--- src/rtl/i2s_tx_pkg.sv ---
// Shared types and constants for the I2S DSP/TDM transmit channel.
package i2s_tx_pkg;

  localparam int WORD_W = 32;

  typedef enum logic [1:0] {
    IDLE   = 2'd0,
    OFFSET = 2'd1,
    RUN    = 2'd2
  } i2s_tx_state_e;

endpackage

--- src/rtl/i2s_tx_word_serializer.sv ---
// One SD lane: loads a word and shifts it out one bit per sck edge,
// MSB-first (starting at bit num_bits) or LSB-first (starting at bit 0).
// Bits above num_bits are never reached, so they are ignored.
module i2s_tx_word_serializer
  import i2s_tx_pkg::*;
(
  input  logic              clk,
  input  logic              rst,
  input  logic              clr,
  input  logic              load,
  input  logic              shift,
  input  logic [WORD_W-1:0] load_data,
  input  logic [4:0]        num_bits,
  input  logic              lsb_first,
  output logic              sd
);

  logic [WORD_W-1:0] sr_q;

  // Shift register and registered lane output; clear wins, then load, then shift.
  always_ff @(posedge clk or posedge rst) begin
    if (rst) begin
      sr_q <= '0;
      sd   <= 1'b0;
    end else if (clr) begin
      sr_q <= '0;
      sd   <= 1'b0;
    end else if (load) begin
      if (lsb_first) begin
        sd   <= load_data[0];
        sr_q <= load_data >> 1;
      end else begin
        sd   <= load_data[num_bits];
        sr_q <= load_data << 1;
      end
    end else if (shift) begin
      if (lsb_first) begin
        sd   <= sr_q[0];
        sr_q <= sr_q >> 1;
      end else begin
        sd   <= sr_q[num_bits];
        sr_q <= sr_q << 1;
      end
    end
  end

endmodule

--- src/rtl/i2s_tx_dsp_channel.sv ---
// Slave-mode DSP/TDM transmitter: pops words from the uDMA TX FIFO and
// serializes them on one or two SD lanes, framed by an external WS.
// Optional feature: define I2S_TX_UNDERRUN_REPEAT_EN to replay the last
// transmitted word(s) on underrun instead of sending zeros.
//
// FIFO handshake: a word transfers on a posedge where fifo_data_valid_i and
// fifo_data_ready_o are both high; ready depends only on enable, reset and
// buffer occupancy (never on valid), and a word is never consumed on the
// same edge one is accepted because ready is low whenever the buffer is full.
module i2s_tx_dsp_channel
  import i2s_tx_pkg::*;
(
  input  logic              sck_i,
  input  logic              rst_i,
  input  logic              i2s_ws_i,
  output logic              i2s_ch0_o,
  output logic              i2s_ch1_o,
  input  logic [WORD_W-1:0] fifo_data_i,
  input  logic              fifo_data_valid_i,
  output logic              fifo_data_ready_o,
  output logic              fifo_err_o,
  input  logic              cfg_en_i,
  input  logic              cfg_2ch_i,
  input  logic [4:0]        cfg_num_bits_i,
  input  logic [3:0]        cfg_num_word_i,
  input  logic              cfg_lsb_first_i,
  input  logic              cfg_tx_continuous_i,
  input  logic [8:0]        cfg_slave_dsp_offset_i,
  output logic [1:0]        dbg_state_o
);

  i2s_tx_state_e     state_q, state_d;
  logic [8:0]        cnt_off_q;
  logic [4:0]        cnt_bit_q;
  logic [3:0]        cnt_word_q;
  logic [WORD_W-1:0] buf0_q, buf1_q;
  logic              buf0_v_q, buf1_v_q;
  logic              err_q;
  logic              word_start, burst_end, shift_en, lane_clr;
  logic              buf_full, consume, underrun, accept;
  logic [WORD_W-1:0] load0, load1;
  logic              sd0, sd1;

  assign buf_full          = buf0_v_q & (~cfg_2ch_i | buf1_v_q);
  assign fifo_data_ready_o = cfg_en_i & ~rst_i & (~buf0_v_q | (cfg_2ch_i & ~buf1_v_q));
  assign accept            = fifo_data_valid_i & fifo_data_ready_o;
  assign consume           = word_start & buf_full;
  assign underrun          = word_start & ~buf_full;
  assign lane_clr          = ~cfg_en_i | burst_end;

  // State register.
  always_ff @(posedge sck_i or posedge rst_i) begin
    if (rst_i) state_q <= IDLE;
    else       state_q <= state_d;
  end

  // Next state plus word-start / shift / burst-end strobes.
  always_comb begin
    state_d    = state_q;
    word_start = 1'b0;
    burst_end  = 1'b0;
    shift_en   = 1'b0;
    unique case (state_q)
      IDLE: begin
        if (i2s_ws_i) begin
          if (cfg_slave_dsp_offset_i == 9'd0) begin
            state_d    = RUN;
            word_start = 1'b1;
          end else begin
            state_d = OFFSET;
          end
        end
      end
      OFFSET: begin
        if (cnt_off_q == cfg_slave_dsp_offset_i) begin
          state_d    = RUN;
          word_start = 1'b1;
        end
      end
      RUN: begin
        if (cnt_bit_q == cfg_num_bits_i) begin
          if (!cfg_tx_continuous_i && (cnt_word_q == cfg_num_word_i)) begin
            state_d   = IDLE;
            burst_end = 1'b1;
          end else begin
            word_start = 1'b1;
          end
        end else begin
          shift_en = 1'b1;
        end
      end
      default: state_d = IDLE;
    endcase
    if (!cfg_en_i) begin
      state_d    = IDLE;
      word_start = 1'b0;
      burst_end  = 1'b0;
      shift_en   = 1'b0;
    end
  end

  // Offset, bit and word counters; all cleared on disable or when idle.
  always_ff @(posedge sck_i or posedge rst_i) begin
    if (rst_i) begin
      cnt_off_q  <= '0;
      cnt_bit_q  <= '0;
      cnt_word_q <= '0;
    end else if (!cfg_en_i) begin
      cnt_off_q  <= '0;
      cnt_bit_q  <= '0;
      cnt_word_q <= '0;
    end else begin
      if (state_d == OFFSET)
        cnt_off_q <= (state_q == OFFSET) ? cnt_off_q + 9'd1 : 9'd1;
      else
        cnt_off_q <= '0;

      if (word_start || burst_end) cnt_bit_q <= '0;
      else if (shift_en)           cnt_bit_q <= cnt_bit_q + 5'd1;

      if (state_d == IDLE)                    cnt_word_q <= '0;
      else if (state_q == RUN && word_start)  cnt_word_q <= cnt_word_q + 4'd1;
    end
  end

  // Two-word staging buffer between the FIFO and the lane shift registers.
  always_ff @(posedge sck_i or posedge rst_i) begin
    if (rst_i) begin
      buf0_q   <= '0;
      buf1_q   <= '0;
      buf0_v_q <= 1'b0;
      buf1_v_q <= 1'b0;
    end else if (!cfg_en_i) begin
      buf0_q   <= '0;
      buf1_q   <= '0;
      buf0_v_q <= 1'b0;
      buf1_v_q <= 1'b0;
    end else if (consume) begin
      buf0_v_q <= 1'b0;
      buf1_v_q <= 1'b0;
    end else if (accept) begin
      if (!buf0_v_q) begin
        buf0_q   <= fifo_data_i;
        buf0_v_q <= 1'b1;
      end else begin
        buf1_q   <= fifo_data_i;
        buf1_v_q <= 1'b1;
      end
    end
  end

  // Underrun flag: one cycle high after a word start that found the buffer short.
  always_ff @(posedge sck_i or posedge rst_i) begin
    if (rst_i) err_q <= 1'b0;
    else       err_q <= underrun;
  end

`ifdef I2S_TX_UNDERRUN_REPEAT_EN
  logic [WORD_W-1:0] rep0_q, rep1_q;

  // Copy of the last word pair actually sent, replayed on underrun.
  always_ff @(posedge sck_i or posedge rst_i) begin
    if (rst_i) begin
      rep0_q <= '0;
      rep1_q <= '0;
    end else if (!cfg_en_i) begin
      rep0_q <= '0;
      rep1_q <= '0;
    end else if (consume) begin
      rep0_q <= buf0_q;
      rep1_q <= cfg_2ch_i ? buf1_q : '0;
    end
  end

  // Lane load data: fresh buffer contents, or the replay copy on underrun.
  always_comb begin
    load0 = rep0_q;
    load1 = rep1_q;
    if (consume) begin
      load0 = buf0_q;
      load1 = cfg_2ch_i ? buf1_q : '0;
    end
  end
`else
  // Lane load data: fresh buffer contents, or zeros on underrun.
  always_comb begin
    load0 = '0;
    load1 = '0;
    if (consume) begin
      load0 = buf0_q;
      load1 = cfg_2ch_i ? buf1_q : '0;
    end
  end
`endif

  i2s_tx_word_serializer u_lane0 (
    .clk       (sck_i),
    .rst       (rst_i),
    .clr       (lane_clr),
    .load      (word_start),
    .shift     (shift_en),
    .load_data (load0),
    .num_bits  (cfg_num_bits_i),
    .lsb_first (cfg_lsb_first_i),
    .sd        (sd0)
  );

  i2s_tx_word_serializer u_lane1 (
    .clk       (sck_i),
    .rst       (rst_i),
    .clr       (lane_clr),
    .load      (word_start),
    .shift     (shift_en),
    .load_data (load1),
    .num_bits  (cfg_num_bits_i),
    .lsb_first (cfg_lsb_first_i),
    .sd        (sd1)
  );

  assign i2s_ch0_o   = sd0;
  assign i2s_ch1_o   = sd1 & cfg_2ch_i;
  assign fifo_err_o  = err_q;
  assign dbg_state_o = state_q;

endmodule

--- config.mk ---
export PLATFORM = sky130hd
export DESIGN_NAME = i2s_tx_dsp_channel
export DESIGN_NICKNAME = d
export VERILOG_FILES = /design/src/rtl/i2s_tx_pkg.sv /design/src/rtl/i2s_tx_word_serializer.sv /design/src/rtl/i2s_tx_dsp_channel.sv
export SDC_FILE = /design/constraint.sdc
export NUM_CORES = 1
export LEC_CHECK = 0
export CORE_UTILIZATION = 50
export CTS_CLUSTER_DIAMETER = 100
export DETAILED_ROUTE_END_ITERATION = 10
export GPL_TIMING_DRIVEN = 0
export PLACE_DENSITY = 0.79
export SYNTH_ARGS = -nofsm -noshare
export SYNTH_HDL_FRONTEND = slang
export SYNTH_HIERARCHICAL = 1
export SYNTH_SLANG_ARGS = --single-unit
--- constraint.sdc ---
create_clock -name sck_i -period 5.7 [get_ports sck_i]
set_input_delay 1.14 -clock sck_i [delete_from_list [all_inputs] [get_ports sck_i]]
set_output_delay 1.14 -clock sck_i [all_outputs]
set_load 0.02 [all_outputs]
==> out/metrics.csv <==
metric;value;unit
root buf cell;clkbuf_16;
Critical Path Fanout Max;10;
Placer Congestion;0.9569;
largest family of logic cells by synthesized area;multiplexers;
YS warnings;6;
Flop pwr share;43.3;%
Multi-input gate area;0.005719;mm²
GRT Residual Overflow;0;
Worst Clk Skew;0.01164;ns
Skew-Pair Late Insertion Delay;0.44;ns
Post-CTS Resized;0;
first-pass GRT wire length;44970;µm
H-tree Lvls;4;
Leakage Power;5.148;nW
port bufs;62;
fill count;1606;
cts bufs inserted;17;
Cell variety after synth;63;
Synth Area in Adders;0.3730;%
maximum clock rate;0.2100;GHz
Least-Margin Pin Slew;0.7881;ns
final hold vios;0;
PwrDens;222.5;mW/mm²
core footprint;0.01959;mm²
DP Worst Slack;0.8009;ns
worst r2r path cells;11;
Tot GR Track Use;28.89;%
die area;0.02070;mm²
layout cell share with drive strength beyond 1;13.23;%
post-route ant nets;0;
post-CTS setup buffer count;0;
complex-gate fraction of the synthesized area;12.18;%
worst min path class;reg2reg;
Post-Syn Area per Cell;9.695;µm²
sw power;0.0006311;W
Rows;51;
Synth async-reset ratio;100.0;%
Max Cap Viol;0;
combinational fraction of design power;10.0;%
setup TNS;0;ns
RSZ-0062 raised after global routing;false;
I/O Pins;64;
Worst EP required;4.56;ns
Worst path max stage delay;0.67;ns
initial core utilization;51.37;%
final cell count without fillers;1399;
DR DRC count;0;
Post-Route WL;28280;µm
Post-CTS Hold Buffers;0;
placed cells;1366;
via count of the first global-routing pass;8580;
Max VDD drop;0.2332;mV
Post-Syn Instances;1038;
post-synth net total;1099;
Crit-path slowest cell;clkdlybuf4s50_1;
Final WS setup;0.9381;ns
CP Cell Sequence;clkdlybuf4s50_1 > clkbuf_1 > clkbuf_1 > nand2_1 > nor2_1 > clkdlybuf4s50_1;
Tmin final;4.762;ns
switching share of power;24.25;%
Slew headroom;47.17;%
dominant synthesized flop cell;dfrtp_1;
simple-gate share of the synthesized area;20.61;%
WP data arrival;3.62;ns
synthesized area;0.01006;mm²
Hold Path Cell Cnt;2;
Reg area;0.003829;mm²
Max Transition Viols Final;0;
vias;8745;
nature of the critical path endpoint;primary output;
DR iter-0 viols;1121;
mux share of post-synthesis cell area;21.48;%
Internal Power;0.001971;W
DRT Pass-1 Iters;5;
Clock Pin Slew Worst Setup and Hold Paths;0.06;ns
initial antenna violation count;1;
nature of the critical path startpoint;input pin;
CTS Sinks;153;
synthesis-stage register bit count;153;
Post-Synth XOR/XNOR Area;2.176;%
post-detail-place hpwl;20970;µm
outcome;completed;
area delta synth->final;16.21;%
average routed wire per standard cell;20.21;µm
Seq/Total Area, Yosys;38.05;%
Chip Width;143.9;µm
Net count, final;1182;
largest net degree at the start of global routing;58;
crit path kind;in2out;
average via count per standard cell;6.251;
Final setup viols;0;
die span in y;143.9;µm
EDFF count, synth;0;
Clk pwr share;46.8;%
Period Utilization, post-route;83.54;%
diode count;0;
CTS tree;done;
CTS Buffer Depth;2;
cell usage after synthesis, types with 2 or more instances:
library cell	instances	area share (%)
a21boi_0	24	1.8
a21boi_1	10	0.75
a21oi_1	32	1.6
a22o_1	26	2.3
a22oi_1	2	0.15
a31oi_1	3	0.19
a32o_1	4	0.40
and2_1	6	0.37
and2b_1	2	0.15
and3_1	35	2.2
and4_1	3	0.26
buf_12	2	0.40
buf_2	30	1.5
buf_4	11	0.82
buf_6	4	0.45
clkbuf_1	40	1.5
clkbuf_2	2	0.099
dfrtp_1	153	38
ha_1	3	0.37
inv_1	8	0.30
mux2_2	16	1.8
mux2i_1	75	7.5
mux4_1	16	4.2
mux4_2	36	8.1
nand2_1	187	7.0
nand2b_1	12	0.75
nand3_1	44	2.2
nand4_1	8	0.50
nand4b_1	2	0.17
nor2_1	79	2.9
nor2b_1	3	0.19
nor3_1	7	0.35
nor3_2	2	0.20
nor3b_1	35	2.6
o21a_1	4	0.30
o21ai_0	48	2.4
o21ba_2	2	0.20
o21bai_1	2	0.15
o221ai_1	4	0.35
o22ai_1	6	0.37
o31ai_1	4	0.30
or2_2	2	0.12
xnor2_1	13	1.1
xor2_1	12	1.0
layout make-up:
type	instances	share of cell area, %
plain buffers	90	4.119
clock buffers	20	3.905
clock inverters	12	1.476
inverters	9	0.3103
multi-input cells	786	48.90
flip-flops and latches	153	32.74
well taps	265	2.835
repair buffers	64	5.713
layer usage:
metal,part of all wire [%],GRT usage (%),vias up,wire length (µm)
met4,2.7,11.09,2,776
met2,45,43.86,461,12720
met1,44,41.31,4305,12330
met3,8.6,4.832,67,2438
met5,0.039,0,-,11
li1,-,-,3910,-
cell usage in the layout (no fill, tap or decap), types with 4 or more instances in the layout:
master / Yosys / routed
nand2_1: 187 / 187
dfrtp_1: 153 / 153
nor2_1: 79 / 79
mux2i_1: 75 / 75
clkdlybuf4s50_1: 0 / 62
o21ai_0: 48 / 48
nand3_1: 44 / 44
clkbuf_1: 40 / 41
mux4_2: 36 / 36
and3_1: 35 / 35
nor3b_1: 35 / 35
a21oi_1: 32 / 32
buf_2: 30 / 30
a22o_1: 26 / 26
a21boi_0: 24 / 24
clkbuf_16: 0 / 17
mux2_2: 16 / 16
mux4_1: 16 / 16
xnor2_1: 13 / 13
nand2b_1: 12 / 12
xor2_1: 12 / 12
buf_4: 11 / 11
a21boi_1: 10 / 10
nand4_1: 8 / 8
nor3_1: 7 / 7
and2_1: 6 / 6
o22ai_1: 6 / 6
inv_1: 8 / 5
o21a_1: 4 / 4
o31ai_1: 4 / 4
clkinv_2: 0 / 4
bufinv_16: 0 / 4
a32o_1: 4 / 4
buf_6: 4 / 4
o221ai_1: 4 / 4
sequential cells by signal (all words and copies together), names as in the netlist:
| signal | count |
|---|---|
| u_lane0/sr_q | 32 |
| buf0_v_q | 1 |
| u_lane1/sd | 1 |
| u_lane1/sr_q | 32 |
| u_lane0/sd | 1 |
| fifo_err_o | 1 |
| buf0_q | 32 |
| cnt_word_q | 4 |
| cnt_bit_q | 5 |
| dbg_state_o | 2 |
| buf1_v_q | 1 |
| buf1_q | 32 |
| cnt_off_q | 9 |
power groups by stage:
| stage | clock (W) | combinational [W] | sequential, W |
|---|---|---|---|
| CTS | 0.00122 | 0.000255 | 0.00113 |
| global placement | 0 | 0.000248 | 0.00114 |
| floorplan | 0 | 0.000151 | 0.00114 |
| global route | 0.00127 | 0.000279 | 0.00113 |
| detailed placement | 0 | 0.000254 | 0.00114 |
| finish | 0.00122 | 0.000260 | 0.00113 |
worst max-delay path: cells and delay by family:
family	cells	cell delay, ns
buffers and inverters	4	2.09
and+or+nand+nor	2	0.39
cells by family (layout without fill, tap and decap cells):
group / after synthesis / count (layout)
AND/OR/NAND/NOR: 434 / 434
AO/OA/AOI/OAI: 181 / 181
flip-flops: 153 / 153
multiplexers: 143 / 143
buffers and inverters: 99 / 195
XOR/XNOR: 25 / 25
adder cells (fa/ha/maj): 3 / 3
worst paths after layout:
| check | start | end | slack (ns) |
|---|---|---|---|
| max in group asynchronous | rst_i | dbg_state_o[0]$_DFF_PP0_ | 3.79 |
| min reg2reg | buf0_q[9]$_DFFE_PP0P_ | buf0_q[9]$_DFFE_PP0P_ | 0.46 |
| min in group asynchronous | rst_i | u_lane0/sr_q[29]$_DFFE_PP0P_ | 1.22 |
| min | buf0_q[9]$_DFFE_PP0P_ | buf0_q[9]$_DFFE_PP0P_ | 0.46 |
| max reg2reg | dbg_state_o[1]$_DFF_PP0_ | u_lane1/sd$_DFFE_PP0P_ | 2.32 |
| max | cfg_en_i | fifo_data_ready_o | 0.94 |
through the flow:
stage	cell area (µm²)	hold slack, ns	util, %	total power, W
5_1_grt	11700	0.4786	59.70	0.002676
2_1_floorplan	10060	0.4305	-	0.001292
3_5_place_dp	11050	0.4471	56.38	0.001399
6_report	11700	0.4596	59.70	0.002602
3_3_place_gp	11020	0.4431	56.23	0.001392
4_1_cts	11670	0.4633	59.60	0.002604
Note: power is estimated with default switching activity, not from simulation.
